==> src/rtl/tt_sweep_capture.sv <==
// Sequential truth-table characterizer: sweeps the 8 input vectors of a 3-input DUT and
// assembles the sampled outputs into a truth-table code. Optional TT_SWEEP_SYNC_EN adds a 2-flop dut_out synchronizer.
module tt_sweep_capture #(
    parameter int unsigned SETTLE_CYCLES = 4
) (
    input  logic       clk,
    input  logic       rst_n,
    input  logic       start,
    input  logic       abort,
    input  logic [7:0] expected,
    output logic       dut_in1,
    output logic       dut_in2,
    output logic       dut_in3,
    input  logic       dut_out,
    output logic       busy,
    output logic       done,
    output logic [7:0] table_out,
    output logic       match,
    output logic [7:0] mismatch_mask
);

    typedef enum logic [1:0] {
        S_IDLE,
        S_SETTLE,
        S_SAMPLE,
        S_DONE
    } state_e;

    localparam logic [7:0] CNT_LAST = 8'(SETTLE_CYCLES - 1);

    state_e     state_q, state_d;
    logic [2:0] idx_q, idx_d;
    logic [7:0] cnt_q, cnt_d;
    logic [7:0] exp_q, exp_d;
    logic [7:0] table_q, table_d;
    logic       match_q, match_d;
    logic [7:0] mask_q, mask_d;
    logic       sample_bit;

`ifdef TT_SWEEP_SYNC_EN
    logic [1:0] sync_q;

    always_ff @(posedge clk or negedge rst_n) begin
        if (!rst_n) begin
            sync_q <= 2'b00;
        end else begin
            sync_q <= {sync_q[0], dut_out};
        end
    end

    assign sample_bit = sync_q[1];
`else
    assign sample_bit = dut_out;
`endif

    always_comb begin
        // NOTE: every variable gets a hold default first so no path leaves one unassigned and infers a latch.
        state_d = state_q;
        idx_d   = idx_q;
        cnt_d   = cnt_q;
        exp_d   = exp_q;
        table_d = table_q;
        match_d = match_q;
        mask_d  = mask_q;

        unique case (state_q)
            S_IDLE: begin
                if (start && !abort) begin
                    state_d = S_SETTLE;
                    idx_d   = 3'd0;
                    cnt_d   = 8'd0;
                    exp_d   = expected;
                    table_d = 8'h00;
                    match_d = 1'b0;
                    mask_d  = 8'h00;
                end
            end
            S_SETTLE: begin
                if (cnt_q == CNT_LAST) begin
                    state_d = S_SAMPLE;
                end else begin
                    cnt_d = cnt_q + 8'd1;
                end
            end
            S_SAMPLE: begin
                // 7-idx equals ~idx for a 3-bit index, so vector 0 lands in the MSB.
                table_d[~idx_q] = sample_bit;
                if (idx_q == 3'd7) begin
                    state_d = S_DONE;
                    match_d = (table_d == exp_q);
                    mask_d  = table_d ^ exp_q;
                end else begin
                    state_d = S_SETTLE;
                    idx_d   = idx_q + 3'd1;
                    cnt_d   = 8'd0;
                end
            end
            S_DONE: begin
                state_d = S_IDLE;
                idx_d   = 3'd0;
            end
            default: state_d = S_IDLE;
        endcase

        // Abort overrides whatever the active sweep would have done this cycle.
        if (abort && (state_q == S_SETTLE || state_q == S_SAMPLE)) begin
            state_d = S_IDLE;
            idx_d   = 3'd0;
            cnt_d   = 8'd0;
            table_d = 8'h00;
            match_d = 1'b0;
            mask_d  = 8'h00;
        end
    end

    // NOTE: sequential state uses non-blocking assignments so all flops update together on the edge.
    always_ff @(posedge clk or negedge rst_n) begin
        if (!rst_n) begin
            state_q <= S_IDLE;
            idx_q   <= 3'd0;
            cnt_q   <= 8'd0;
            exp_q   <= 8'h00;
            table_q <= 8'h00;
            match_q <= 1'b0;
            mask_q  <= 8'h00;
        end else begin
            state_q <= state_d;
            idx_q   <= idx_d;
            cnt_q   <= cnt_d;
            exp_q   <= exp_d;
            table_q <= table_d;
            match_q <= match_d;
            mask_q  <= mask_d;
        end
    end

    assign {dut_in1, dut_in2, dut_in3} = idx_q;
    assign busy          = (state_q == S_SETTLE) || (state_q == S_SAMPLE);
    assign done          = (state_q == S_DONE);
    assign table_out     = table_q;
    assign match         = match_q;
    assign mismatch_mask = mask_q;

endmodule

==> config.mk <==
export PLATFORM = sky130hd
export DESIGN_NAME = tt_sweep_capture
export DESIGN_NICKNAME = d
export VERILOG_FILES = /design/src/rtl/tt_sweep_capture.sv
export SDC_FILE = /design/constraint.sdc
export NUM_CORES = 1
export LEC_CHECK = 0
export BUFFER_PORTS_ARGS = -buffer_cell sky130_fd_sc_hd__buf_2
export CAP_MARGIN = 20
export CORE_MARGIN = 2
export CORE_UTILIZATION = 34
export DETAILED_ROUTE_END_ITERATION = 16
export GPL_ROUTABILITY_DRIVEN = 0
export PLACE_DENSITY_LB_ADDON = 0.05
export SLEW_MARGIN = 25
export SYNTH_ARGS = -nofsm -noshare
export SYNTH_HDL_FRONTEND = slang
export SYNTH_SLANG_ARGS = --single-unit
==> constraint.sdc <==
create_clock -name clk -period 2.3 [get_ports clk]
set_input_delay 0.345 -clock clk [delete_from_list [all_inputs] [get_ports clk]]
set_output_delay 0.345 -clock clk [all_outputs]
set_load 0.02 [all_outputs]
* Yosys cells after proc, flatten, opt, wreduce, memory -nomap -nowiden
Index checks and enable logic that the tools add are counted.
** Storage, ports and cells
- Output and inout bits :: 22
- Word-level logic and storage cells :: 65
- Flip-flop bits (word level) :: 38
- Input port bits :: 13
** Cells by class
- $lt $le $gt $ge :: 2
- Add/sub/neg operators :: 2
- Multiplexer cells :: 26
- Reductions and logical operators :: 15
- Equal/unequal tests :: 11
- Bitwise logic cells :: 2
** Operators by type and width (number)
- 2-to-1 mux 8 bit :: 7
- case mux 8 bit (2 select lines) :: 2
- case mux 8 bit (3 select lines) :: 1
- inequality test 3 x 2 -> 1 bit (second input constant) :: 4
- 2-to-1 mux 3 bit :: 3
- case mux 3 bit (3 select lines) :: 1
- adder 8 x 1 -> 8 bit (second input constant) :: 1
- bitwise mux 8 bit :: 1
- equality test 8 x 2 -> 1 bit (second input constant) :: 1
- equality test 8 bit :: 1
- 2-to-1 mux 2 bit :: 4
- case mux 2 bit (4 select lines) :: 1
- nonzero test 4 bit :: 2
- bitwise XOR 8 bit :: 1
- AND reduction 2 bit :: 3
- AND reduction 3 bit :: 2
- equality test 2 bit (second input constant) :: 2
- less-than comparator 3 x 4 -> 1 bit (second input constant) :: 1
- 2-to-1 mux 1 bit :: 4
- AND reduction 4 bit :: 1
- adder 3 x 1 -> 3 bit (second input constant) :: 1
- demux 1 bit (select 3 bit) :: 1
- equality test 3 bit (second input constant) :: 1
- >= comparator 3 x 1 -> 1 bit (second input constant) :: 1
- 9 further kinds :: 11

* Logic depth before layout (Yosys ltp)
- Depth after elaboration :: 10
- Depth in mapped cells :: 8
- Depth with buffers taken out :: 7

* Worst setup path after synthesis
No wires, ideal clock.
- Path type :: register to register
- Start :: register state_q[0]
- End :: register cnt_q[6]
- Buffers on the path :: 1
- Data required time :: 2.234 ns
- Setup time :: 0.066 ns
- Setup slack :: 0.106 ns
- Clock period less this slack :: 2.194 ns
- Data arrival time :: 2.128 ns
- Cell stages (with the launch flop) :: 8
- Path through :: dfrtp_1 -> inv_1 -> ha_1 -> and2_1 -> clkbuf_1 -> o21ai_0 -> or4_1 -> nand2_1
** On the way
- Word-level cells in the longest chain between the ends :: 5
- Elaborated cells on any way between the ends :: 12
- Classes of those cells :: eq/ne: 5; mux: 2; reduce/logical: 5
** RTL lines
- start: declaration :: RTL line 31 : state_e state_q, state_d;
- start signal: assignment :: RTL line 127 : state_q <= state_d;
- equality test 2 x 1 -> 1 bit or equality test 2 bit (tied branches)
- logical OR 1 bit (*)
- via busy :: RTL line 15 : output logic busy,
- logical AND 1 bit (*) :: RTL line 106 : if (abort && (state_q == S_SETTLE || state_q == S_SAMPLE)) begin
- inequality test 3 x 2 -> 1 bit (no line) (tied with other cells)
- AND reduction 4 bit (no line)
- end signal: assignment :: RTL line 129 : cnt_q <= cnt_d;
- end: declaration :: RTL line 33 : logic [7:0] cnt_q, cnt_d;
The timed path passes the listed nets; every way through them passes the cells marked *.
A chain may end at the register's enable or synchronous reset.

* Final worst setup path
- Start :: register idx_q[2]
- End :: register match_q, in the netlist match
** On the way
- Word-level cells in the longest chain between the ends :: 10
- Elaborated cells on any way between the ends :: 14
- Classes of those cells :: order compare: 2; eq/ne: 3; mux: 6; bitwise: 1; reduce/logical: 2
** RTL lines
- start: declaration :: RTL line 32 : logic [2:0] idx_q, idx_d;
- start signal: assignment :: RTL line 128 : idx_q <= idx_d;
- NOT 3 bit :: RTL line 87 : table_d[~idx_q] = sample_bit;
- less-than comparator 3 x 4 -> 1 bit (implied by the code) or >= comparator 3 x 1 -> 1 bit (tied branches) :: RTL line 87
- logical AND 1 bit (implied by the code) :: RTL line 87
- 2-to-1 mux 1 bit (implied by the code) :: RTL line 87
- demux 1 bit (select 3 bit) :: RTL line 87
- bitwise mux 8 bit :: RTL line 87
- equality test 8 bit :: RTL line 90 : match_d = (table_d == exp_q);
- 2-to-1 mux 1 bit :: RTL line 88 : if (idx_q == 3'd7) begin
- case mux 1 bit (2 select lines) :: RTL line 66 : unique case (state_q)
- 2-to-1 mux 1 bit :: RTL line 106
- end signal: assignment :: RTL line 132 : match_q <= match_d;
- end: declaration :: RTL line 36 : logic match_q, match_d;
Parallel ways exist; a longest one is shown, timed or not. The select of a mux whose other input is x is not followed.

==> results.json <==
{
  "fin_skew_ns": 0.00290,
  "rows": 28,
  "syn-num-nets": 220,
  "regArea_um2": 951,
  "initial_core_util": 0.351,
  "slowest_delay_ns": 0.54,
  "clkSinkCount": 38,
  "synthCells": 198,
  "cp_num_buf_inv": 0,
  "hold_violations": 0,
  "worst_pin_slew_ns": 0.847,
  "path_clk_slew_ns": 0.08,
  "cts_max_level": 2,
  "grt_pass1_wl_um": 7650,
  "grt_max_degree": 39,
  "cp.arrival_ns": 2.36,
  "yosysWarnings": 0,
  "p_total_mw": 2.55,
  "wl_per_cell_um": 14.8,
  "critPathCaptureType": "flip-flop",
  "cts_made_buffers": 5,
  "cts_tree": "built",
  "tns_ns": 0,
  "p_leak_nw": 1.25,
  "hold_path_class": "primary input to async pin",
  "reg2reg_slack_ns": 0.15,
  "ys_seq_area_frac": 0.461,
  "synth_async_sr_flop_share": 1.00,
  "slew_headroom": 0.435,
  "cp-start-kind": "flip-flop",
  "setup_viol": 0,
  "track_usage": 0.153,
  "wl_um": 4770,
  "fin_crit_ns": 2.15,
  "postSynthAreaPerCell_um2": 10.4,
  "synth_top_area_share": 0.461,
  "ys_ff_latch": 38,
  "synth_area_mm2": 0.00206,
  "drive_gt1_frac": 0.279,
  "yosysTopAreaCell": "dfrtp_1",
  "nNetsFinal": 268,
  "rsz0062_at_grt": "yes",
  "fill_cells": 598,
  "cp_max_fo": 12,
  "root_buffer": "clkbuf_8",
  "overflow": 0,
  "slew_violations": 0,
  "ir_worst_vdd_mv": 0.460,
  "clockBufferDepth": 2,
  "drc": 0,
  "antenna_found_initial": 0,
  "synth_edf_count": 0,
  "ys.flop_type": "dfrtp_1",
  "vias": 1688,
  "p_per_area_mw_per_mm2": 1020,
  "cp.required_ns": 2.51,
  "timing_worst_setup_path_type": "flip-flop to flip-flop",
  "r2r-start": "idx_q[2]",
  "critical-path-top-delay-family": "simple AND/OR/NAND/NOR gates",
  "die_y_um": 81.9,
  "yosysUniqueCellTypes": 39,
  "clock_latency_ns": 0.29,
  "cp_slowest_cell": "dfrtp_1",
  "core_region_area_mm2": 0.00589,
  "multiInputGateArea_mm2": 0.00104,
  "ios": 35,
  "vias_per_cell": 5.24,
  "cp-startpoint": "idx_q[2]",
  "die_w_um": 81.9,
  "dp.final_hpwl_um": 3620,
  "final_antenna_net_count": 0,
  "timing.fmax_mhz": 465,
  "dieArea_mm2": 0.00671,
  "drtIter0Drc": 49,
  "period_share": 0.936,
  "io_buffer_count": 34,
  "outcome": "complete, no violations",
  "first_global_vias": 1604,
  "crit_chain": "nor3_1, mux2i_1, xnor2_1, or4_1, o31ai_2",
  "area_growth_pct": 21.4,
  "firstDrtPassIters": 4,
  "synth_area_leaders": "dfrtp_1 (46%), ha_1 (5.5%), o21ai_0 (4.4%), mux2_2 (4.4%), mux2i_1 (3.9%)",
  "diodes": 0,
  "cap_viol_max_count": 0
}
-- timing repair --
action                                  in CTS  in global routing
hold buffers                                 0                  0
resized for setup                            0                  1
setup buffers                                0                  0
endpoints found under the setup margin       0                  4
hold endpoints to repair                     0                  0
-- cells in the mapped netlist (2+ instances only) --
master / number
a32o_1: 2
nor3b_1: 3
a22o_1: 8
nand4_1: 2
or3_1: 3
xnor2_1: 8
o41ai_1: 3
o31ai_1: 3
clkbuf_1: 3
or4_1: 3
nor2b_1: 2
mux2i_1: 8
inv_1: 10
nand2_1: 13
buf_4: 2
o22ai_1: 7
dfrtp_1: 38
nand3b_1: 2
ha_1: 9
nand2b_1: 3
nor2_1: 10
mux2_2: 8
and3_1: 4
o21ai_0: 18
nand3_1: 8
a21oi_1: 5
-- state kept, by name, summed over array words and instances, names as in the netlist --
name,count
cnt_q,8
exp_q,8
idx_q,3
match,1
mismatch_mask,8
state_q,2
table_out,8
-- final timing paths --
| path | cells past startpoint | endpoint |
|---|---|---|
| min | 1 | table_out[1] |
| max in group asynchronous | 1 | exp_q[3] |
| max reg2reg | 5 | match |
| min reg2reg | 1 | cnt_q[7] |
| min in group clk | 2 | exp_q[4] |
| max | 5 | match |
-- per-stage QoR --
step	hold WS [ns]	utilization	area, µm²	worst slack, ns	std cells
6_report	0.153	0.426	2510	0.147	322
5_1_grt	0.226	0.426	2510	-0.00444	322
4_1_cts	0.189	0.425	2500	0.124	322
3_5_place_dp	0.472	0.406	2390	0.168	314
3_3_place_gp	0.472	0.406	2390	0.176	314
2_1_floorplan	0.0494	-	2060	0.106	198
-- per-layer routing --
layer	routed length, µm	GRT usage	vias up
met2	2300	0.258	33
met3	242	0.0352	5
met4	52	0.0517	0
met1	2170	0.192	826
met5	0	0	-
li1	-	-	824
-- placed cells by master, fill, tap and decap left out, types with 2 or more instances in the layout --
cell type	Yosys	final
nor2b_1	2	2
o41ai_1	3	3
nand3_1	8	8
clkbuf_8	0	5
or3_1	3	3
and3_1	4	4
nand4_1	2	2
buf_4	2	13
nor3b_1	3	3
nand2b_1	3	3
ha_1	9	9
a32o_1	2	2
o31ai_1	3	3
mux2i_1	8	8
nand3b_1	2	2
a22o_1	8	8
clkinvlp_4	0	2
o21ai_0	18	18
mux2_2	8	8
xnor2_1	8	8
nor2_1	10	10
nand2_1	13	13
dfrtp_1	38	38
o22ai_1	7	7
or4_1	3	3
buf_2	0	34
a21oi_1	5	4
inv_1	10	10
-- report_power, final --
group	total [mW]	internal [mW]	switching [mW]
registers	0.896	0.787	0.109
logic	1.08	0.460	0.615
clock network	0.582	0.323	0.260
total	2.55	1.57	0.983
-- layout make-up --
class                      instances  area share
tap                               75      0.0374
multi-input combinational        144       0.416
clock buffer                       5      0.0275
timing repair buffer              47       0.107
inverter                          10      0.0150
sequential                        38       0.379
clock inverter                     3      0.0180
-- cells by family (layout without fill, tap and decap cells) --
kind of cell | count (synthesis) | in the layout | share of synthesized area
buf+inv | 16 | 65 | 0.0364
mux | 16 | 16 | 0.0824
compound gates | 52 | 52 | 0.173
fa+ha+maj | 9 | 9 | 0.0545
simple gates | 59 | 59 | 0.159
flops | 38 | 38 | 0.461
xor+xnor | 8 | 8 | 0.0339
Power figures use the tool's default switching activity.
